**config.mk**
```make
export PLATFORM = sky130hd
export DESIGN_NAME = pcie_tx_st_feeder
export DESIGN_NICKNAME = d
export VERILOG_FILES = /design/src/rtl/pcie_tx_st_feeder.sv
export SDC_FILE = /design/constraint.sdc
export NUM_CORES = 1
export LEC_CHECK = 0
export ABC_AREA = 1
export ABC_CLOCK_PERIOD_IN_PS = 10800
export CORE_ASPECT_RATIO = 0.75
export CORE_UTILIZATION = 45
export DETAILED_ROUTE_END_ITERATION = 10
export SLEW_MARGIN = 10
export SYNTH_ARGS = -nofsm -noshare
export SYNTH_HDL_FRONTEND = slang
export SYNTH_SLANG_ARGS = --single-unit
```
**constraint.sdc**
```tcl
create_clock -name pld_clk -period 10.8 [get_ports pld_clk]
set_clock_uncertainty 0.15 [all_clocks]
set_input_delay 1.08 -clock pld_clk [delete_from_list [all_inputs] [get_ports pld_clk]]
set_output_delay 1.08 -clock pld_clk [all_outputs]
set_load 0.03 [all_outputs]
```
**src/rtl/pcie_tx_st_feeder.sv**
```systemverilog
// Beat buffer between the Wishbone TX packetizer and the Arria 10 PCIe HIP TX Avalon-ST port.
// Honours the HIP ready latency, flags sink framing errors and counts emitted TLPs.
module pcie_tx_st_feeder #(
  parameter int READY_LATENCY = 3,
  parameter int FIFO_DEPTH    = 16,
  parameter int CNT_WIDTH     = 16
) (
  input  logic                 pld_clk,
  input  logic                 npor,
  input  logic                 snk_valid_i,
  output logic                 snk_ready_o,
  input  logic [63:0]          snk_data_i,
  input  logic                 snk_sop_i,
  input  logic                 snk_eop_i,
  input  logic                 snk_err_i,
  output logic                 tx_st_valid,
  input  logic                 tx_st_ready,
  output logic [63:0]          tx_st_data,
  output logic                 tx_st_sop,
  output logic                 tx_st_eop,
  output logic                 tx_st_err,
  output logic                 proto_err_o,
  output logic [CNT_WIDTH-1:0] pkt_cnt_o
);

  // state  | meaning
  // IDLE   | between TLPs, next accepted beat must carry sop
  // IN_PKT | inside a multi-beat TLP, waiting for eop
  typedef enum logic [0:0] {
    IDLE   = 1'b0,
    IN_PKT = 1'b1
  } frame_state_t;

  localparam int AW = $clog2(FIFO_DEPTH);
  localparam int OW = AW + 1;
  localparam logic [OW-1:0] DEPTH_V = OW'(FIFO_DEPTH);

  logic [66:0]   mem [FIFO_DEPTH];
  logic [AW-1:0] wr_ptr;
  logic [AW-1:0] rd_ptr;
  logic [OW-1:0] occ;
  logic [OW-1:0] occ_next;
  logic [66:0]   rd_word;
  logic          wr_en;
  logic          rd_en;
  logic          ready_ok;
  frame_state_t  frame_state;

  // ready_ok: HIP was ready READY_LATENCY cycles before the cycle being loaded
  if (READY_LATENCY == 1) begin : g_rl1
    assign ready_ok = tx_st_ready;
  end else begin : g_rlh
    logic [READY_LATENCY-1:1] rdy_h;
    always_ff @(posedge pld_clk or negedge npor) begin
      if (!npor) begin
        rdy_h <= '0;
      end else begin
        rdy_h[1] <= tx_st_ready;
        for (int i = 2; i < READY_LATENCY; i++) begin
          rdy_h[i] <= rdy_h[i-1];
        end
      end
    end
    assign ready_ok = rdy_h[READY_LATENCY-1];
  end

  assign wr_en   = snk_valid_i & snk_ready_o;
  assign rd_en   = ready_ok & (occ != '0);
  assign rd_word = mem[rd_ptr];

  always_comb begin
    occ_next = occ;
    if (wr_en && !rd_en) begin
      occ_next = occ + 1'b1;
    end else if (!wr_en && rd_en) begin
      occ_next = occ - 1'b1;
    end
  end

  always_ff @(posedge pld_clk) begin
    if (wr_en) begin
      mem[wr_ptr] <= {snk_err_i, snk_eop_i, snk_sop_i, snk_data_i};
    end
  end

  always_ff @(posedge pld_clk or negedge npor) begin
    if (!npor) begin
      wr_ptr      <= '0;
      rd_ptr      <= '0;
      occ         <= '0;
      snk_ready_o <= 1'b0;
      tx_st_valid <= 1'b0;
      tx_st_data  <= '0;
      tx_st_sop   <= 1'b0;
      tx_st_eop   <= 1'b0;
      tx_st_err   <= 1'b0;
      pkt_cnt_o   <= '0;
    end else begin
      occ         <= occ_next;
      snk_ready_o <= (occ_next < DEPTH_V);
      if (wr_en) begin
        wr_ptr <= wr_ptr + 1'b1;
      end
      if (rd_en) begin
        rd_ptr      <= rd_ptr + 1'b1;
        tx_st_valid <= 1'b1;
        tx_st_data  <= rd_word[63:0];
        tx_st_sop   <= rd_word[64];
        tx_st_eop   <= rd_word[65];
        tx_st_err   <= rd_word[66];
        if (rd_word[65]) begin
          pkt_cnt_o <= pkt_cnt_o + 1'b1;
        end
      end else begin
        // idle beat: qualifiers low, data keeps its last value
        tx_st_valid <= 1'b0;
        tx_st_sop   <= 1'b0;
        tx_st_eop   <= 1'b0;
        tx_st_err   <= 1'b0;
      end
    end
  end

  // offending beats are only flagged; they are still buffered and forwarded as-is
  always_ff @(posedge pld_clk or negedge npor) begin
    if (!npor) begin
      frame_state <= IDLE;
      proto_err_o <= 1'b0;
    end else if (wr_en) begin
      unique case (frame_state)
        IDLE: begin
          if (!snk_sop_i) begin
            proto_err_o <= 1'b1;
          end else if (!snk_eop_i) begin
            frame_state <= IN_PKT;
          end
        end
        IN_PKT: begin
          if (snk_sop_i) begin
            proto_err_o <= 1'b1;
          end else if (snk_eop_i) begin
            frame_state <= IDLE;
          end
        end
      endcase
    end
  end

endmodule
```
==> results of run 1 <==
[cells in the mapped netlist, drive strengths merged]
| library cell | count |
|---|---|
| nand2 | 1195 |
| edfxtp | 1072 |
| nand3 | 622 |
| nor2 | 201 |
| buf | 186 |
| a21oi | 153 |
| o21ai | 127 |
| dfrtp | 102 |
| inv | 62 |
| clkbuf | 49 |
| o22ai | 35 |
| a21boi | 17 |
| xor2 | 14 |
| ha | 11 |
| nor3 | 9 |
| o211ai | 6 |
| nand4 | 5 |
| a22oi | 2 |
| a31oi | 2 |
| xnor2 | 2 |
| clkinv | 1 |
| nand3b | 1 |
| o21bai | 1 |
| o31ai | 1 |
| or2 | 1 |
[stage by stage]
stage / utilization, % / hold WS (ps)
finish: 51.3 / 201
global route: 51.2 / 226
CTS: 51.2 / 206
detailed placement: 47.7 / 194
global placement: 47.7 / 184
floorplan: - / 181
[cell type report]
type,instances,area [um^2]
Clock inverter,45,454
Sequential cell,1174,34800
Fill cell,8878,50400
Inverter,63,270
Timing Repair Buffer,200,1890
Tap cell,1352,1690
Antenna cell,2,5.00
Clock buffer,171,3210
Multi-Input combinational cell,2405,10700
[power by group]
part           internal, mW  total, mW  switching (mW)
Clock                  2.18       3.89            1.71
Combinational          1.32       4.69            3.36
Sequential             5.54       5.87           0.324
Total                  9.05       14.4            5.40
[cells by family (layout without fill, tap and decap cells)]
group,after synthesis,in the layout
xor+xnor,16,16
simple gates,2034,2034
compound gates,344,344
other cells,0,2
buf+inv,298,479
fa+ha+maj,11,11
flops,1174,1174
[layout by cell type, fill, tap and decap left out, types with 3 or more instances in the layout]
master / count
a21boi_1: 7
nor2_4: 16
clkbuf_16: 114
o21ai_0: 105
bufinv_16: 5
a21oi_1: 153
clkbuf_8: 14
clkinv_4: 5
xor2_1: 14
nand4_1: 5
ha_1: 11
o22ai_1: 35
clkinv_2: 15
nand2_1: 1191
nor3_1: 9
nand2_4: 3
clkbuf_1: 43
nor2_1: 185
edfxtp_1: 1072
o21ai_1: 22
clkdlybuf4s50_1: 155
dfrtp_1: 98
inv_1: 57
clkinv_1: 12
a21boi_0: 10
o211ai_1: 6
nand3_1: 622
clkinv_8: 3
dfrtp_4: 4
buf_4: 44
[path summary, 6_finish.rpt]
kind | from | endpoint | slack (ps) | cells past startpoint
worst max register to register | rd_ptr[0]$_DFFE_PN0N_ | tx_st_data[9]$_DFFE_PN0N_ | 6130 | 9
worst min-delay path | g_rlh.rdy_h[1]$_DFF_PN0_ | g_rlh.rdy_h[2]$_DFF_PN0_ | 200 | 0
min in group asynchronous | npor | tx_st_eop$_DFF_PN0_ | 230 | 1
max in group asynchronous | npor | rd_ptr[0]$_DFFE_PN0N_ | 8760 | 2
worst min register to register | g_rlh.rdy_h[1]$_DFF_PN0_ | g_rlh.rdy_h[2]$_DFF_PN0_ | 200 | 0
worst max-delay path | rd_ptr[0]$_DFFE_PN0N_ | tx_st_data[9]$_DFFE_PN0N_ | 6130 | 9
[registers in the layout, indices dropped and copies added (netlist names), named ones only]
signal,flops
frame_state,1
tx_st_data,64
snk_ready_o,1
tx_st_eop,1
tx_st_valid,1
g_rlh.rdy_h,2
rd_ptr,4
proto_err_o,1
mem,1072
pkt_cnt_o,16
tx_st_sop,1
tx_st_err,1
occ,4
wr_ptr,4
[worst max-delay path, cell delays in order, from the launching register on]
cell,delay [ps]
dfrtp_4,860
buf_4,910
buf_4,940
buf_4,830
nand2_1,110
nand3_1,130
nand3_1,100
nand2_1,100
nand2_1,60
a21oi_1,190
[layer usage]
metal,up-vias,GRT usage [%],routed length [um]
li1,13800,-,-
met1,14600,34.1,55300
met2,1022,34.4,53500
met3,136,3.93,8370
met4,6,4.84,1980
met5,-,0,44
==> metrics.txt, run 1 <==
status complete, no violations; Yosys Warn Count 0; # DRC 0; compound-cell area share of the yosys netlist 3.90%; first-pass GRT wire length 180,000 um; min Tclk post-route between 4000 and 5000 ps; pre-CTS setup slack roughly 6000 ps; Post-Synth Simple-Gate Area between 15 and 20%; CTS clk-pin slew, worst paths ~60 ps; clock sinks 1,174; Synth Instances around 3.9k; initial antenna violation count 7; critical path type reg -> reg; unrepaired setup endpoints after global routing false; DRT iter0 DRCs around 2.8k; drt total wl 119,000 um; CTS Buf Count 113; Clock Latency Late Sink approximately 740 ps; vias in the first global route 27.9k; setup TNS 0 ps; # IOs around 160; Leakage Power between 15 and 20 nW; share of cells above drive strength 1 under 10%; die span in y 282 um; crit path launch type flip-flop; final cell count without fillers 5,412; Least-Margin Pin Slew 1160 ps; WP data required about 11,000 ps; dpl cells roughly 5.2k; drt first pass iters 5; TritonCTS clock tree built; cell taking the most area after synthesis edfxtp_1; Die X 375 um; unique cell type count in the Yosys netlist 36; Hold Path Class reg -> reg; Mapped Area 0.0470 mm^2; starting density of the core a little under half; P&R area growth vs syn 12.7%; mux cell area share after synthesis 0%; GP Congestion between 0.7 and 0.8; final worst slack around 6100 ps; Root Buffer clkbuf_16; row count between 100 and 150; largest family of logic cells by synthesized area simple AND/OR/NAND/NOR gates; Overflow after GRT 0; fin nets between 4k and 5k; Final period util approximately 43%; max-slew violations 0; highest clock rate around 210 MHz; Mean Syn Cell Area roughly 12 um^2; sequential area share after synthesis roughly 74%; Final setup viols 0; XOR/XNOR share of the synthesized area less than 1%; Vias approximately 30k; Synth Net Count approximately 4k; die area 0.106 mm^2; pwr/cell area 273 mW/mm^2; Area contributors post-synth edfxtp_1 68%, nand2_1 9.5%, nand3_1 6.6%; largest net degree at the start of global routing 262; per-cell routed wire length around 22 um; Max FO, Critical Path 100; top cell type's share of synthesized area 68.5%; Synth Area in Adders 0.293%; Post-CTS Setup Bufs 0; Max H-tree Level 3; clk buf depth 3; overall global routing resource usage 22.6%; Worst EP arrival a little over 5000 ps; HPWL Detailed roughly 59,000 um; placed inst area between 0.04 and 0.05 mm^2; Relative slew margins between 20% and 30%; MaxCap Viol Count 0; Core ar. 0.103 mm^2; Worst VDD drop 0.323 mV; #FFs+latches synth approximately 1.2k; # resized after CTS 0; quantity of hold-fixing buffers added after cts 0; total chip power 14.4 mW; Final Hold Viols 0; Via density between 5 and 6; Port-buffer cells about 160; Finished Cell Area 0.0530 mm^2; CP Capture Type flip-flop; Antenna Nets Post-Route 0
No activity file was read; power rests on OpenSTA's default activity.
==> run 2, diff against run 1 <==
--- a/config.mk
+++ b/config.mk
@@ -6,7 +6,7 @@
 export NUM_CORES = 1
 export LEC_CHECK = 0
 export ABC_AREA = 1
-export ABC_CLOCK_PERIOD_IN_PS = 10800
+export ABC_CLOCK_PERIOD_IN_PS = 4800
 export CORE_ASPECT_RATIO = 0.75
 export CORE_UTILIZATION = 45
 export DETAILED_ROUTE_END_ITERATION = 10
==> constraint.sdc (replaced) <==
create_clock -name pld_clk -period 4.8 [get_ports pld_clk]
set_clock_uncertainty 0.15 [all_clocks]
set_input_delay 0.48 -clock pld_clk [delete_from_list [all_inputs] [get_ports pld_clk]]
set_output_delay 0.48 -clock pld_clk [all_outputs]
set_load 0.03 [all_outputs]
==> run 2 against run 1 <==
Sequential share of layout area fell by 0.40 points. Critical path depth fell by 1. First-iteration DRC count rose by 9.4%. Critical endpoint is now tx_st_data[45]$_DFFE_PN0N_. Combinational power rose by 130%. Critical path type unchanged. Worst hold slack got worse by 91 ps. Wire length rose by 1.9%. Largest power group unchanged. Sequential power rose by 120%. Global-route usage rose by 0.37 points.
==> metrics.txt, run 2 (synthesis results as in run 1) <==
min Tclk post-route about 3100 ps; CP top delay family buffers and inverters; pwr/cell area between 600 and 700 mW/mm^2; GP Congestion 0.775; DRT iter0 DRCs between 3k and 4k; Root Buffer clkbuf_16; vias in the first global route ~28k; # DRC 0; Clock Latency Late Sink roughly 700 ps; HPWL Detailed around 60,000 um; CP cell instances inv_16 -> buf_12 -> nand2_1 -> nand3_1 -> nand3_1 -> nand2_1 -> a21oi_1 -> a21oi_1; quantity of hold-fixing buffers added after cts 1; highest clock rate 324 MHz; die span in y 282 um; Leakage Power ~19 nW; Pint ~21 mW; clk buf depth 3; Core Util, Final between 50 and 60%; Max H-tree Level 3; Final period util roughly 64%; slowest stage cell, crit path dfrtp_4; Final Hold Viols 0; overall global routing resource usage 23.0%; switching power about 12 mW; unrepaired setup endpoints after global routing false; row count about 100; CP max stage delay between 700 and 800 ps; Worst EP arrival about 3600 ps; Reg with most FFs mem; Port-buffer cells approximately 160; Vias 29.7k; clock sinks 1,174; starting density of the core 45.5%; drt total wl roughly 120,000 um; critical path type reg -> reg; Overflow after GRT 0; Post-CTS Setup Bufs 0; CTS Buf Count about 110; largest net degree at the start of global routing 210; drt first pass iters 6; CTS clk-pin slew, worst paths 60 ps; P&R area growth vs syn 13.4%; max reg flops 1,072; CP Capture Type flip-flop; commonest non-fill, non-tap cell in the layout nand2_1; area of the multi-input gates about 0.011 mm^2; Die X 375 um; Worst VDD drop 0.464 mV; Max FO, Critical Path about 210; M2 GR Usage between 30% and 40%; Comb power frac between 30% and 40%; TritonCTS clock tree built; Hold Path Class in -> reg; Core ar. between 0.1 and 0.15 mm^2; die area ~0.11 mm^2; MaxCap Viol Count 0; # IOs between 150 and 200; Antenna Nets Post-Route 0; WHS roughly 110 ps; Final setup viols 0; Switching Fraction 37.3%; Largest regs mem (1072), tx_st_data (64), pkt_cnt_o (16); initial antenna violation count 5; met1 GRT Util about a third; FILL cells a little under 9k; Most Crowded Layer GR met2; WP buf/inv 2; max-slew violations 0; Via density approximately 5.5; # resized after CTS 0; per-cell routed wire length 22.4 um; most frequent cells in the layout 1,192 x nand2_1, 1,072 x edfxtp_1, 622 x nand3_1, 185 x nor2_1, 155 x clkdlybuf4s50_1; WP data required ~5300 ps; Relative slew margins 29.9%; crit path launch type flip-flop; first-pass GRT wire length roughly 180,000 um; Clock Power Share a little over a quarter; status complete, no violations; Least-Margin Pin Slew ~1100 ps; fin nets around 4.1k; setup TNS 0 ps; met3 global-route usage 3.71%; share of cells above drive strength 1 around 6.2%; sequential share of power between 40% and 50%; Reg area approximately 0.035 mm^2
==> run 2: cell types whose count changed in the layout (fill, tap and decap cells not counted), moves of 3 or more <==
cell | previous run | this run
clkbuf_1 | 43 | 23
buf_12 | 0 | 18
clkinv_1 | 12 | 23
clkinv_2 | 15 | 23
bufinv_16 | 5 | 11
clkbuf_8 | 14 | 9
buf_4 | 44 | 41
clkbuf_16 | 114 | 111
clkinv_4 | 5 | 2
==> run 2: through the flow <==
stage	cells	power, mW	area [um^2]	setup WS [ps]
CTS	5418	33.0	53300	1820
finish	5420	32.7	53300	1720
global placement	5209	24.0	49700	1480
floorplan	3877	20.7	47000	347
global route	5418	34.5	53300	1580
detailed placement	5209	24.1	49700	1480
==> run 2: metal layers <==
layer / up-vias / part of all wire, % / routed length [um]
met5: - / 0.028 / 34
met4: 6 / 2.0 / 2410
met3: 178 / 6.8 / 8250
met2: 959 / 45 / 54800
met1: 14700 / 46 / 55800
li1: 13800 / - / -
==> run 2: path summary, 6_finish.rpt <==
kind / start / to / slack (ps) / cells past startpoint
max: rd_ptr[0]$_DFFE_PN0N_ / tx_st_data[45]$_DFFE_PN0N_ / 1720 / 8
min: tx_st_ready / g_rlh.rdy_h[1]$_DFF_PN0_ / 110 / 1
max reg2reg: rd_ptr[0]$_DFFE_PN0N_ / tx_st_data[45]$_DFFE_PN0N_ / 1720 / 8
min reg2reg: g_rlh.rdy_h[1]$_DFF_PN0_ / g_rlh.rdy_h[2]$_DFF_PN0_ / 240 / 0
max in group asynchronous: npor / tx_st_data[41]$_DFFE_PN0N_ / 3130 / 3
min in group asynchronous: npor / pkt_cnt_o[13]$_DFFE_PN0P_ / 360 / 2
==> run 2: worst reg2reg max path: cells and delay by family (launching register included) <==
family / cells / cell delay (ps)
buffers and inverters: 2 / 1370
DFF: 1 / 730
and+or+nand+nor: 4 / 530
AOI/OAI and AO/OA: 2 / 230
==> run 2: final cells by class <==
class,instances,share of cell area (%)
antenna,2,0.00939
clock buffer,143,5.61
clock inverter,65,1.22
inverter,63,0.507
multi-input combinational,2405,20.1
sequential,1174,65.2
tap,1352,3.17
timing repair buffer,216,4.20
==> run 2: power by group through the flow <==
stage               Sequential (mW)  Combinational [mW]  Clock [mW]
floorplan                      13.7                7.04           0
global placement               13.5                10.6           0
detailed placement             13.5                10.7           0
CTS                            13.3                10.7        8.98
global route                   13.3                11.8        9.35
finish                         13.2                10.7        8.82
